$ cat src/rtl/coin_acceptor_if.sv
// coin_acceptor_if: bundles the sensor inputs, the vending-FSM controls and the
// pulse/credit outputs of the coin acceptor.
// Optional build macro: COIN_ACCEPTOR_AUDIT_EN adds accept_count/reject_count.
//
// Signalling: there is no valid/ready handshake here. Every output "event"
// (coin5, coin10, reject, refund5, refund10) is a registered single-cycle pulse
// that the consumer must take in the cycle it is high; credit is a registered
// level that changes in the same cycle as the pulse that altered it, and
// refund_busy is a registered level high for the whole refund sequence.
interface coin_acceptor_if #(
  parameter int CREDIT_W = 6
);
  logic                sense5_raw;
  logic                sense10_raw;
  logic                credit_clear;
  logic                refund_req;
  logic                coin5;
  logic                coin10;
  logic [CREDIT_W-1:0] credit;
  logic                reject;
  logic                refund5;
  logic                refund10;
  logic                refund_busy;
`ifdef COIN_ACCEPTOR_AUDIT_EN
  logic [7:0]          accept_count;
  logic [7:0]          reject_count;
`endif

  // Driver side: sensors and vending FSM.
  modport master (
    output sense5_raw, output sense10_raw, output credit_clear, output refund_req,
    input  coin5, input coin10, input credit, input reject,
    input  refund5, input refund10, input refund_busy
`ifdef COIN_ACCEPTOR_AUDIT_EN
    , input accept_count, input reject_count
`endif
  );

  // Acceptor side.
  modport slave (
    input  sense5_raw, input sense10_raw, input credit_clear, input refund_req,
    output coin5, output coin10, output credit, output reject,
    output refund5, output refund10, output refund_busy
`ifdef COIN_ACCEPTOR_AUDIT_EN
    , output accept_count, output reject_count
`endif
  );
endinterface

$ cat src/rtl/coin_acceptor.sv
// coin_acceptor: synchronises and debounces the two coin sensors, turns rising
// debounced edges into coin events, keeps the running credit, rejects coins that
// are ambiguous or would overflow the credit, and runs a paced refund sequence.
// Optional build macro: COIN_ACCEPTOR_AUDIT_EN adds saturating accept/reject
// counters on the interface.
module coin_acceptor #(
  parameter int DEBOUNCE_CYCLES = 4,
  parameter int CREDIT_W        = 6,
  parameter int MAX_CREDIT      = 40,
  parameter int REFUND_GAP      = 8
) (
  input  logic             clk,
  input  logic             reset,
  coin_acceptor_if.slave   bus,
  output logic             o_dbg_state
);

  localparam int DB_W  = (DEBOUNCE_CYCLES > 1) ? $clog2(DEBOUNCE_CYCLES) : 1;
  localparam int GAP_W = $clog2(REFUND_GAP + 1);
  localparam int CW1   = CREDIT_W + 1;
  localparam logic [CW1-1:0] MAX_EXT = CW1'(MAX_CREDIT);

  typedef enum logic [0:0] {
    S_IDLE   = 1'b0,
    S_REFUND = 1'b1
  } state_t;

  // Channel index 0 = Rs.5 sensor, 1 = Rs.10 sensor.
  logic [1:0]          w_raw;
  logic [1:0]          r_meta;
  logic [1:0]          r_sync;
  logic [DB_W-1:0]     r_cnt [2];
  logic [1:0]          r_lvl;
  logic [1:0]          r_lvl_d;
  logic                w_ev5;
  logic                w_ev10;
  logic                w_any_ev;

  state_t              r_state;
  state_t              w_state_n;
  logic [CREDIT_W-1:0] r_credit;
  logic [CREDIT_W-1:0] w_credit_n;
  logic [GAP_W-1:0]    r_gap;
  logic [GAP_W-1:0]    w_gap_n;
  logic                r_coin5,    w_coin5_n;
  logic                r_coin10,   w_coin10_n;
  logic                r_reject,   w_reject_n;
  logic                r_refund5,  w_refund5_n;
  logic                r_refund10, w_refund10_n;
  logic                r_busy,     w_busy_n;
  logic                w_do_refund;
  logic [CW1-1:0]      w_sum5;
  logic [CW1-1:0]      w_sum10;

  assign w_raw    = {bus.sense10_raw, bus.sense5_raw};
  // An event is a rising debounced level; falling edges are ignored.
  assign w_ev5    = r_lvl[0] & ~r_lvl_d[0];
  assign w_ev10   = r_lvl[1] & ~r_lvl_d[1];
  assign w_any_ev = w_ev5 | w_ev10;
  assign w_sum5   = {1'b0, r_credit} + CW1'(5);
  assign w_sum10  = {1'b0, r_credit} + CW1'(10);

  // Two-flop synchroniser, then a debouncer that flips the level only after
  // DEBOUNCE_CYCLES consecutive disagreeing synced samples.
  always_ff @(posedge clk or posedge reset) begin
    if (reset) begin
      r_meta   <= '0;
      r_sync   <= '0;
      r_lvl    <= '0;
      r_lvl_d  <= '0;
      r_cnt[0] <= '0;
      r_cnt[1] <= '0;
    end else begin
      r_meta  <= w_raw;
      r_sync  <= r_meta;
      r_lvl_d <= r_lvl;
      for (int ch = 0; ch < 2; ch++) begin
        if (r_sync[ch] != r_lvl[ch]) begin
          if (r_cnt[ch] == DB_W'(DEBOUNCE_CYCLES - 1)) begin
            r_lvl[ch] <= r_sync[ch];
            r_cnt[ch] <= '0;
          end else begin
            r_cnt[ch] <= r_cnt[ch] + 1'b1;
          end
        end else begin
          r_cnt[ch] <= '0;
        end
      end
    end
  end

  // Next-state, credit and pulse decisions; one event per cycle, highest priority first.
  always_comb begin
    w_state_n    = r_state;
    w_credit_n   = r_credit;
    w_gap_n      = r_gap;
    w_coin5_n    = 1'b0;
    w_coin10_n   = 1'b0;
    w_reject_n   = 1'b0;
    w_refund5_n  = 1'b0;
    w_refund10_n = 1'b0;
    w_do_refund  = 1'b0;
    unique case (r_state)
      S_IDLE: begin
        if (bus.credit_clear) begin
          w_credit_n = '0;
          w_reject_n = w_any_ev;
        end else if (bus.refund_req && (r_credit != '0)) begin
          // First refund coin leaves in the same cycle the sequence starts.
          w_state_n   = S_REFUND;
          w_reject_n  = w_any_ev;
          w_do_refund = 1'b1;
        end else if (w_ev5 && w_ev10) begin
          w_reject_n = 1'b1;
        end else if (w_ev10) begin
          if (w_sum10 > MAX_EXT) begin
            w_reject_n = 1'b1;
          end else begin
            w_coin10_n = 1'b1;
            w_credit_n = w_sum10[CREDIT_W-1:0];
          end
        end else if (w_ev5) begin
          if (w_sum5 > MAX_EXT) begin
            w_reject_n = 1'b1;
          end else begin
            w_coin5_n  = 1'b1;
            w_credit_n = w_sum5[CREDIT_W-1:0];
          end
        end
      end
      S_REFUND: begin
        // Coins arriving while refunding always go to the return chute.
        w_reject_n = w_any_ev;
        if (r_credit == '0) begin
          w_state_n = S_IDLE;
        end else if (r_gap == '0) begin
          w_do_refund = 1'b1;
        end else begin
          w_gap_n = r_gap - 1'b1;
        end
      end
      default: begin
        w_state_n = S_IDLE;
      end
    endcase
    if (w_do_refund) begin
      w_gap_n = GAP_W'(REFUND_GAP);
      if (r_credit >= CREDIT_W'(10)) begin
        w_refund10_n = 1'b1;
        w_credit_n   = r_credit - CREDIT_W'(10);
      end else if (r_credit >= CREDIT_W'(5)) begin
        w_refund5_n = 1'b1;
        w_credit_n  = r_credit - CREDIT_W'(5);
      end
    end
    w_busy_n = (w_state_n == S_REFUND);
  end

  // State, credit and registered outputs.
  always_ff @(posedge clk or posedge reset) begin
    if (reset) begin
      r_state    <= S_IDLE;
      r_credit   <= '0;
      r_gap      <= '0;
      r_coin5    <= 1'b0;
      r_coin10   <= 1'b0;
      r_reject   <= 1'b0;
      r_refund5  <= 1'b0;
      r_refund10 <= 1'b0;
      r_busy     <= 1'b0;
    end else begin
      r_state    <= w_state_n;
      r_credit   <= w_credit_n;
      r_gap      <= w_gap_n;
      r_coin5    <= w_coin5_n;
      r_coin10   <= w_coin10_n;
      r_reject   <= w_reject_n;
      r_refund5  <= w_refund5_n;
      r_refund10 <= w_refund10_n;
      r_busy     <= w_busy_n;
    end
  end

  assign bus.coin5       = r_coin5;
  assign bus.coin10      = r_coin10;
  assign bus.reject      = r_reject;
  assign bus.refund5     = r_refund5;
  assign bus.refund10    = r_refund10;
  assign bus.refund_busy = r_busy;
  assign bus.credit      = r_credit;
  assign o_dbg_state     = r_state;

`ifdef COIN_ACCEPTOR_AUDIT_EN
  logic [7:0] r_accept_cnt;
  logic [7:0] r_reject_cnt;

  // Saturating audit counters, cleared only by reset.
  always_ff @(posedge clk or posedge reset) begin
    if (reset) begin
      r_accept_cnt <= '0;
      r_reject_cnt <= '0;
    end else begin
      if ((w_coin5_n || w_coin10_n) && (r_accept_cnt != 8'hFF)) begin
        r_accept_cnt <= r_accept_cnt + 8'd1;
      end
      if (w_reject_n && (r_reject_cnt != 8'hFF)) begin
        r_reject_cnt <= r_reject_cnt + 8'd1;
      end
    end
  end

  assign bus.accept_count = r_accept_cnt;
  assign bus.reject_count = r_reject_cnt;
`endif

endmodule
$ cat src/flat_wrapper.sv
// flat-port wrapper written by rule: the top's interface ports become plain ports
module coin_acceptor_flat 
#(
  parameter int DEBOUNCE_CYCLES = 4,
  parameter int CREDIT_W        = 6,
  parameter int MAX_CREDIT      = 40,
  parameter int REFUND_GAP      = 8
)
  (clk, reset, o_dbg_state, bus_sense5_raw, bus_sense10_raw, bus_credit_clear, bus_refund_req, bus_coin5, bus_coin10, bus_credit, bus_reject, bus_refund5, bus_refund10, bus_refund_busy);
  coin_acceptor_if #(.CREDIT_W(CREDIT_W)) bus_i ();
  input  logic clk;
  input  logic reset;
  output logic o_dbg_state;
  input wire logic [$bits(bus_i.sense5_raw)-1:0] bus_sense5_raw;
  input wire logic [$bits(bus_i.sense10_raw)-1:0] bus_sense10_raw;
  input wire logic [$bits(bus_i.credit_clear)-1:0] bus_credit_clear;
  input wire logic [$bits(bus_i.refund_req)-1:0] bus_refund_req;
  output wire logic [$bits(bus_i.coin5)-1:0] bus_coin5;
  output wire logic [$bits(bus_i.coin10)-1:0] bus_coin10;
  output wire logic [$bits(bus_i.credit)-1:0] bus_credit;
  output wire logic [$bits(bus_i.reject)-1:0] bus_reject;
  output wire logic [$bits(bus_i.refund5)-1:0] bus_refund5;
  output wire logic [$bits(bus_i.refund10)-1:0] bus_refund10;
  output wire logic [$bits(bus_i.refund_busy)-1:0] bus_refund_busy;
  assign bus_i.sense5_raw = bus_sense5_raw;
  assign bus_i.sense10_raw = bus_sense10_raw;
  assign bus_i.credit_clear = bus_credit_clear;
  assign bus_i.refund_req = bus_refund_req;
  assign bus_coin5 = bus_i.coin5;
  assign bus_coin10 = bus_i.coin10;
  assign bus_credit = bus_i.credit;
  assign bus_reject = bus_i.reject;
  assign bus_refund5 = bus_i.refund5;
  assign bus_refund10 = bus_i.refund10;
  assign bus_refund_busy = bus_i.refund_busy;
  coin_acceptor #(.DEBOUNCE_CYCLES(DEBOUNCE_CYCLES), .CREDIT_W(CREDIT_W), .MAX_CREDIT(MAX_CREDIT), .REFUND_GAP(REFUND_GAP)) u_core (.clk(clk), .reset(reset), .bus(bus_i), .o_dbg_state(o_dbg_state));
endmodule
$ cat config.mk
export PLATFORM = sky130hd
export DESIGN_NAME = coin_acceptor_flat
export DESIGN_NICKNAME = d
export VERILOG_FILES = /design/src/rtl/coin_acceptor_if.sv /design/src/rtl/coin_acceptor.sv /design/src/flat_wrapper.sv
export SDC_FILE = /design/constraint.sdc
export NUM_CORES = 1
export LEC_CHECK = 0
export ABC_CLOCK_PERIOD_IN_PS = 3500
export BUFFER_PORTS_ARGS = -buffer_cell sky130_fd_sc_hd__buf_4
export CORE_MARGIN = 2
export CORE_UTILIZATION = 50
export DETAILED_ROUTE_END_ITERATION = 12
export PLACE_DENSITY_LB_ADDON = 0.15
export SETUP_SLACK_MARGIN = 0.5
export SLEW_MARGIN = 30
export SYNTH_ARGS = -nofsm -noshare
export SYNTH_HDL_FRONTEND = slang
export SYNTH_SLANG_ARGS = --single-unit
$ cat constraint.sdc
create_clock -name clk -period 3.5 [get_ports clk]
set_input_delay 0 -clock clk [delete_from_list [all_inputs] [get_ports clk]]
set_output_delay 0 -clock clk [all_outputs]
set_load 0.03 [all_outputs]
==> results of run 1 <==
-- final cells by class --
| class | instances | area (um2) | area share (%) |
|---|---|---|---|
| clock buffer | 3 | 41.3 | 1.86 |
| clock inverter | 1 | 30.0 | 1.35 |
| inverter | 16 | 60.1 | 2.70 |
| multi-input combinational | 156 | 1090 | 49.0 |
| sequential | 28 | 701 | 31.5 |
| tap | 48 | 60.1 | 2.70 |
| timing repair buffer | 31 | 240 | 10.8 |
-- metal layers --
layer  wire length [um]  vias up
li1                   -      816
met2               2260       87
met4                 78        0
met5                  0        -
met3                259       13
met1               2090      824
-- critical path, cell delays in order (launching register included) --
cell and delay, ns:
dfrtp_1 0.58, ha_1 0.36, nand2_1 0.09, mux2_2 0.28, o221ai_1 0.28, nand4_1 0.38, o221a_1 0.39, a221oi_2 0.25
o22ai_1 0.11
-- metrics by stage --
step | power, uW | hold slack (ns) | instances
detailed placement | 1790 | 0.106 | 272
floorplan | 1480 | 0.0314 | 212
global placement | 1770 | 0.111 | 272
finish | 2090 | 0.139 | 283
global route | 2250 | 0.141 | 283
CTS | 2050 | 0.123 | 279
-- sequential cells by signal, summed over array words and instances, names as in the netlist --
signal and cells:
u_core.r_lvl_d 2, u_core.r_lvl 2, u_core.o_dbg_state 1, u_core.bus.coin5 1, u_core.bus.refund5 1, u_core.r_sync 2, u_core.r_meta 2, u_core.bus.reject 1
u_core.bus.refund10 1, u_core.r_cnt 4, u_core.r_gap 4, u_core.bus.credit 6, u_core.bus.coin10 1
-- what timing repair did --
action | 4_1_cts | 5_1_grt
endpoints found under the hold margin | 30 | 0
setup buffers | 0 | 4
endpoints found under the setup margin | 0 | 4
hold buffers | 3 | 0
-- power groups by stage --
| stage | Clock [uW] | Combinational [uW] | Sequential, uW |
|---|---|---|---|
| global placement | 0 | 1210 | 553 |
| global route | 263 | 1410 | 572 |
| finish | 251 | 1290 | 557 |
| detailed placement | 0 | 1230 | 561 |
| CTS | 257 | 1240 | 556 |
| floorplan | 0 | 883 | 599 |
-- worst max-delay path by stage --
stage,startpoint,to,slack [ns],cells past startpoint
global route,u_core.bus.credit[1],u_core.bus.credit[2],0.50,8
global placement,u_core.bus.credit[1],u_core.bus.credit[2],0.72,9
detailed placement,u_core.bus.credit[1],u_core.bus.credit[2],0.58,9
floorplan,u_core.bus.credit[1],u_core.bus.credit[3],1.02,10
CTS,u_core.bus.credit[1],u_core.bus.credit[2],0.57,9
finish,u_core.bus.credit[1],u_core.bus.credit[2],0.65,8
-- kinds of logic (layout without fill, tap and decap cells) --
kind of cell	count (synthesis)	in the layout
AO/OA/AOI/OAI	65	65
XOR/XNOR	9	9
adder cells (fa/ha/maj)	11	11
buffers and inverters	28	51
flip-flops	28	28
multiplexers	5	5
AND/OR/NAND/NOR	66	66
-- cells in the mapped netlist, types with 3 or more instances --
| library cell | n |
|---|---|
| ha_1 | 11 |
| a31oi_1 | 4 |
| o21ai_0 | 11 |
| nor3_1 | 4 |
| a21oi_1 | 10 |
| dfrtp_1 | 28 |
| xnor2_1 | 8 |
| nand4_1 | 3 |
| buf_2 | 4 |
| mux2_2 | 3 |
| nor2_1 | 15 |
| o22ai_1 | 6 |
| o211ai_1 | 4 |
| nand3_1 | 6 |
| nor2b_1 | 5 |
| inv_1 | 16 |
| clkbuf_1 | 5 |
| nand2_1 | 18 |
==> results.ini, run 1 <==
[place]
dp_hpwl_um=3380
postPlaceCellArea_um2=2090
pre_cts_ws_ns=0.582
io_buffers=18
place_congestion=0.947

[routing]
routed_wl_um=4700
post_drt_wl_per_cell_um=16.6
drc=0
routed-via-count=1740
drt-vias-per-instance=6.15
antenna_left=0
drt-initial-drc-count=202
drt_first_pass_iters=5

[logic_synthesis]
async_flop_share_pct=100
synthXorXnorAreaFrac_pct=4.12
syn_avg_cell_area_um2=9.03
synth_edf_count=0
synth_top_area_cell=dfrtp_1
yosys.area_share.simple_pct=18.1
synth_top_family_by_area=compound AO/OA/AOI/OAI gates
ys.warnings.count=0
synth-seq-cells=28
synthDistinctLibCells=58
yosys_most_used_dff=dfrtp_1
synthCells=212
synthMuxAreaShare_pct=2.81
synthAdderAreaFrac_pct=7.19
synth_nets=229
synth_area_um2=1910
synth_area_leaders=dfrtp_1, ha_1, xnor2_1
synth_compound_area_share_pct=24.6
yosysTopAreaCellShare_pct=36.6
seq_area_frac_synth_pct=36.6

[hold_path]
hold_end=u_core.bus.credit[4]
min_from=bus_credit_clear
hold_class=in2reg
min_path_cells=3

[floorplan]
start_util_pct=52.3
pin_count=19
core_area_um2=3660
dieArea_um2=4340
die_h_um=65.9
die_w_um=65.9
rows=22

[pwr]
p_switching_uw=974
power_frac_comb_pct=61.4
p_leak_uw=0.000988
pwr-share-seq_pct=26.6
clockPowerShare_pct=12.0
worst_ir_drop_vdd_mv=0.416
p_int_uw=1120
swShare_pct=46.5
p_per_area_nw_per_um2=942

[timing]
setup_slack_ns=0.649
maxSlewHeadroom_pct=58.8
worst_slew_pin_slew_ns=0.617
tns_ns=0
rsz0062_at_grt=no
clock.fmax_mhz=351
min_period_over_period_pct=81.5
clock_skew_ns=0.00826
min_period_ns=2.85
setup_viol=0
slew_viol_final=0
hold_viol=0

[cts]
cts_made_buffers=3
clock_path_buffers=2
clk_latency_ns=0.27
cts_resized=0
cts_sinks=28
cts_tree=yes
clk_pin_slew_ns=0.10
cts_htree_levels=1
cts_root_buf=clkbuf_8

[global_routing]
grt_util_met2_pct=38.1
antenna_found_initial=0
grt_util_met3_pct=3.07
grt_overflow_total=0
grt_pass1_vias=1616
grt.busiest_layer=met2
gr-usage-all-layers_pct=22.9
grtUsageMet1_pct=30.7
grt_pass1_wl_um=7680
grt_max_degree=29

[layout]
nFillCells=330
fin_area_um2=2220
nets=253
layout-drive-gt1-share_pct=19.1
final_core_util_pct=60.7
num_antenna_cells=0
syn2layout_area_growth_pct=16.0
final_cell_mix=buf_4, dfrtp_1, nand2_1

[setup_path]
rrSetupSlack_ns=0.65
cp.required_ns=3.64
reg2reg_depth=8
arrival_ns=2.99
path_class=reg2reg
reg2reg_to=u_core.bus.credit[2]
rr_startpoint=u_core.bus.credit[1]
cp-end-kind=flop
critPathLaunchType=flop
cp_max_fo=11

[run]
drv_cap=0

[status]
outcome=completed

Power figures use the tool's default switching activity.
==> run 2, diff against run 1 <==
Settings changed: ABC_CLOCK_PERIOD_IN_PS 3500 to 2300.
Clock period 3.5 ns to 2.3 ns, I/O delays scaled along.
==> results.ini, run 2 (synthesized netlist as in run 1, its figures left out) <==
[timing]
slew_viol_final=0
rsz0062_at_grt=yes
worst_slew_pin_slew_ns=0.354
hold_viol=0
clock_skew_ns=0.0133
tns_ns=-0.233
setup_viol=6
maxSlewHeadroom_pct=76.4
setup_slack_ns=-0.0695
min_period_ns=2.37
clock.fmax_mhz=422
min_period_over_period_pct=103

[cts]
cts_made_buffers=3
clk_pin_slew_ns=0.10
cts_sinks=28
cts_htree_levels=1
clock_path_buffers=2
cts_tree=yes
clk_latency_ns=0.28
cts_root_buf=clkbuf_8

[layout]
nFillCells=254
final_core_util_pct=76.9
syn2layout_area_growth_pct=47.1
final_common_cell=buf_4
nets=298
final_cell_mix=buf_4, dfrtp_1, nand2_1
largest_reg_flops=6
layout-drive-gt1-share_pct=45.4
num_antenna_cells=0
finalNonFillerCells=328

[floorplan]
core_area_um2=3660
rows=22
pin_count=19
dieArea_um2=4340
start_util_pct=52.3
die_h_um=65.9
die_w_um=65.9

[setup_path]
cp.required_ns=2.48
critPathLaunchType=flop
cpPeakStageDelay_ns=0.50
cp-end-kind=flop
crit_path_top_delay_cell=dfrtp_4
cp_max_fo=5
crit_chain=buf_8 > inv_6 > ha_4 > and3b_1 > o21ai_1 > o221ai_2 > nand4_1 > buf_6 > buf_6 > a311oi_1 > nand3_1 > and3_1
path_class=reg2reg
arrival_ns=2.55
cp_common_cell=buf_6

[pwr]
power_frac_comb_pct=73.0
p_per_area_nw_per_um2=1460
worst_ir_drop_vdd_mv=0.846
p_leak_uw=0.00124
p_switching_uw=1890
p_int_uw=2220
swShare_pct=46.0
pwr-share-seq_pct=19.7
clockPowerShare_pct=7.4

[routing]
routed_wl_um=6070
drc=0
post_drt_wl_per_cell_um=18.5
routed-via-count=2000
drt_first_pass_iters=4
drt-vias-per-instance=6.10
antenna_left=0
drt-initial-drc-count=223

[global_routing]
grt_pass1_vias=1795
gr-usage-all-layers_pct=25.9
antenna_found_initial=0
grt_max_degree=20
grt_overflow_total=0
grt_pass1_wl_um=8580

[status]
outcome=finished, violations left
violations=negative setup slack

[place]
dpl.cell_count=295
place_congestion=0.972
dp_hpwl_um=3930
io_buffers=18

[run]
drv_cap=0

[hold_path]
hold_class=in2reg

run 2: cell count changes in the layout (fill, tap and decap cells not counted), moves of 4 or more:
cell     previous run  this run
buf_4              28        60
buf_6               0        12
o21ai_0            11         5
dfrtp_1            28        23
dfrtp_2             0         4
ha_1               11         7
ha_4                0         4
nor2_1             15        11
o21ai_1             1         5
run 2: layout make-up:
cell class	instances	area (um2)	share of cell area, %
multi-input cells	156	1290	45.8
flip-flops and latches	28	709	25.2
repair buffers	76	631	22.4
inverters	16	70.1	2.49
well taps	48	60.1	2.13
clock buffers	4	55.1	1.96
run 2: path summary, 6_finish.rpt:
kind / start / endpoint / slack (ns) / cells after the start
min in group asynchronous: reset / u_core.r_gap[1] / 0.23 / 3
max: u_core.bus.credit[1] / u_core.bus.credit[3] / -0.07 / 12
max reg2reg: u_core.bus.credit[1] / u_core.bus.credit[3] / -0.07 / 12
min reg2reg: u_core.r_meta[0] / u_core.r_sync[0] / 0.36 / 0
max in group asynchronous: reset / u_core.bus.credit[5] / 1.46 / 4
min: bus_credit_clear / u_core.bus.credit[4] / 0.11 / 3
run 2: worst max-delay path, delay by kind of cell (launching register included):
family	cells	cell delay, ns
and+or+nand+nor	4	0.66
DFF	1	0.50
buffers and inverters	4	0.49
AOI/OAI and AO/OA	3	0.41
adders and majority gates	1	0.20
run 2: repair_timing:
item / in CTS / in global routing
endpoints found under the setup margin: 11 / 13
pin swaps: 15 / 14
endpoints found under the hold margin: 11 / 0
setup buffers: 9 / 15
gates cloned: 0 / 2
gates resized for setup: 16 / 35
hold buffers: 3 / 0
run 2: power by group through the flow:
stage          combinational, uW  sequential, uW  clock [uW]
2_1_floorplan               1420             943           0
3_3_place_gp                2180             831           0
3_5_place_dp                2220             849           0
4_1_cts                     2430             802         309
5_1_grt                     3170             832         326
6_report                    3000             809         303
run 2: layer usage:
metal / share of wire (%) / up-vias / track usage (%)
met2: 51 / 91 / 43.4
met1: 40 / 975 / 34.9
met5: 0 / - / 0
met4: 2.4 / 0 / 8.85
li1: - / 913 / -
met3: 6.8 / 21 / 2.73
run 2: per-stage QoR:
| step | power (uW) | hold slack (ns) | area [um2] | worst slack [ns] |
|---|---|---|---|---|
| after floorplan | 2370 | 0.0314 | 2010 | 0.0687 |
| after CTS | 3540 | 0.109 | 2560 | -0.0243 |
| after global placement | 3010 | -0.0192 | 2350 | -0.00101 |
| final | 4120 | 0.112 | 2820 | -0.0695 |
| after detailed placement | 3070 | -0.00702 | 2350 | -0.0509 |
| after global routing | 4330 | 0.128 | 2820 | -0.150 |
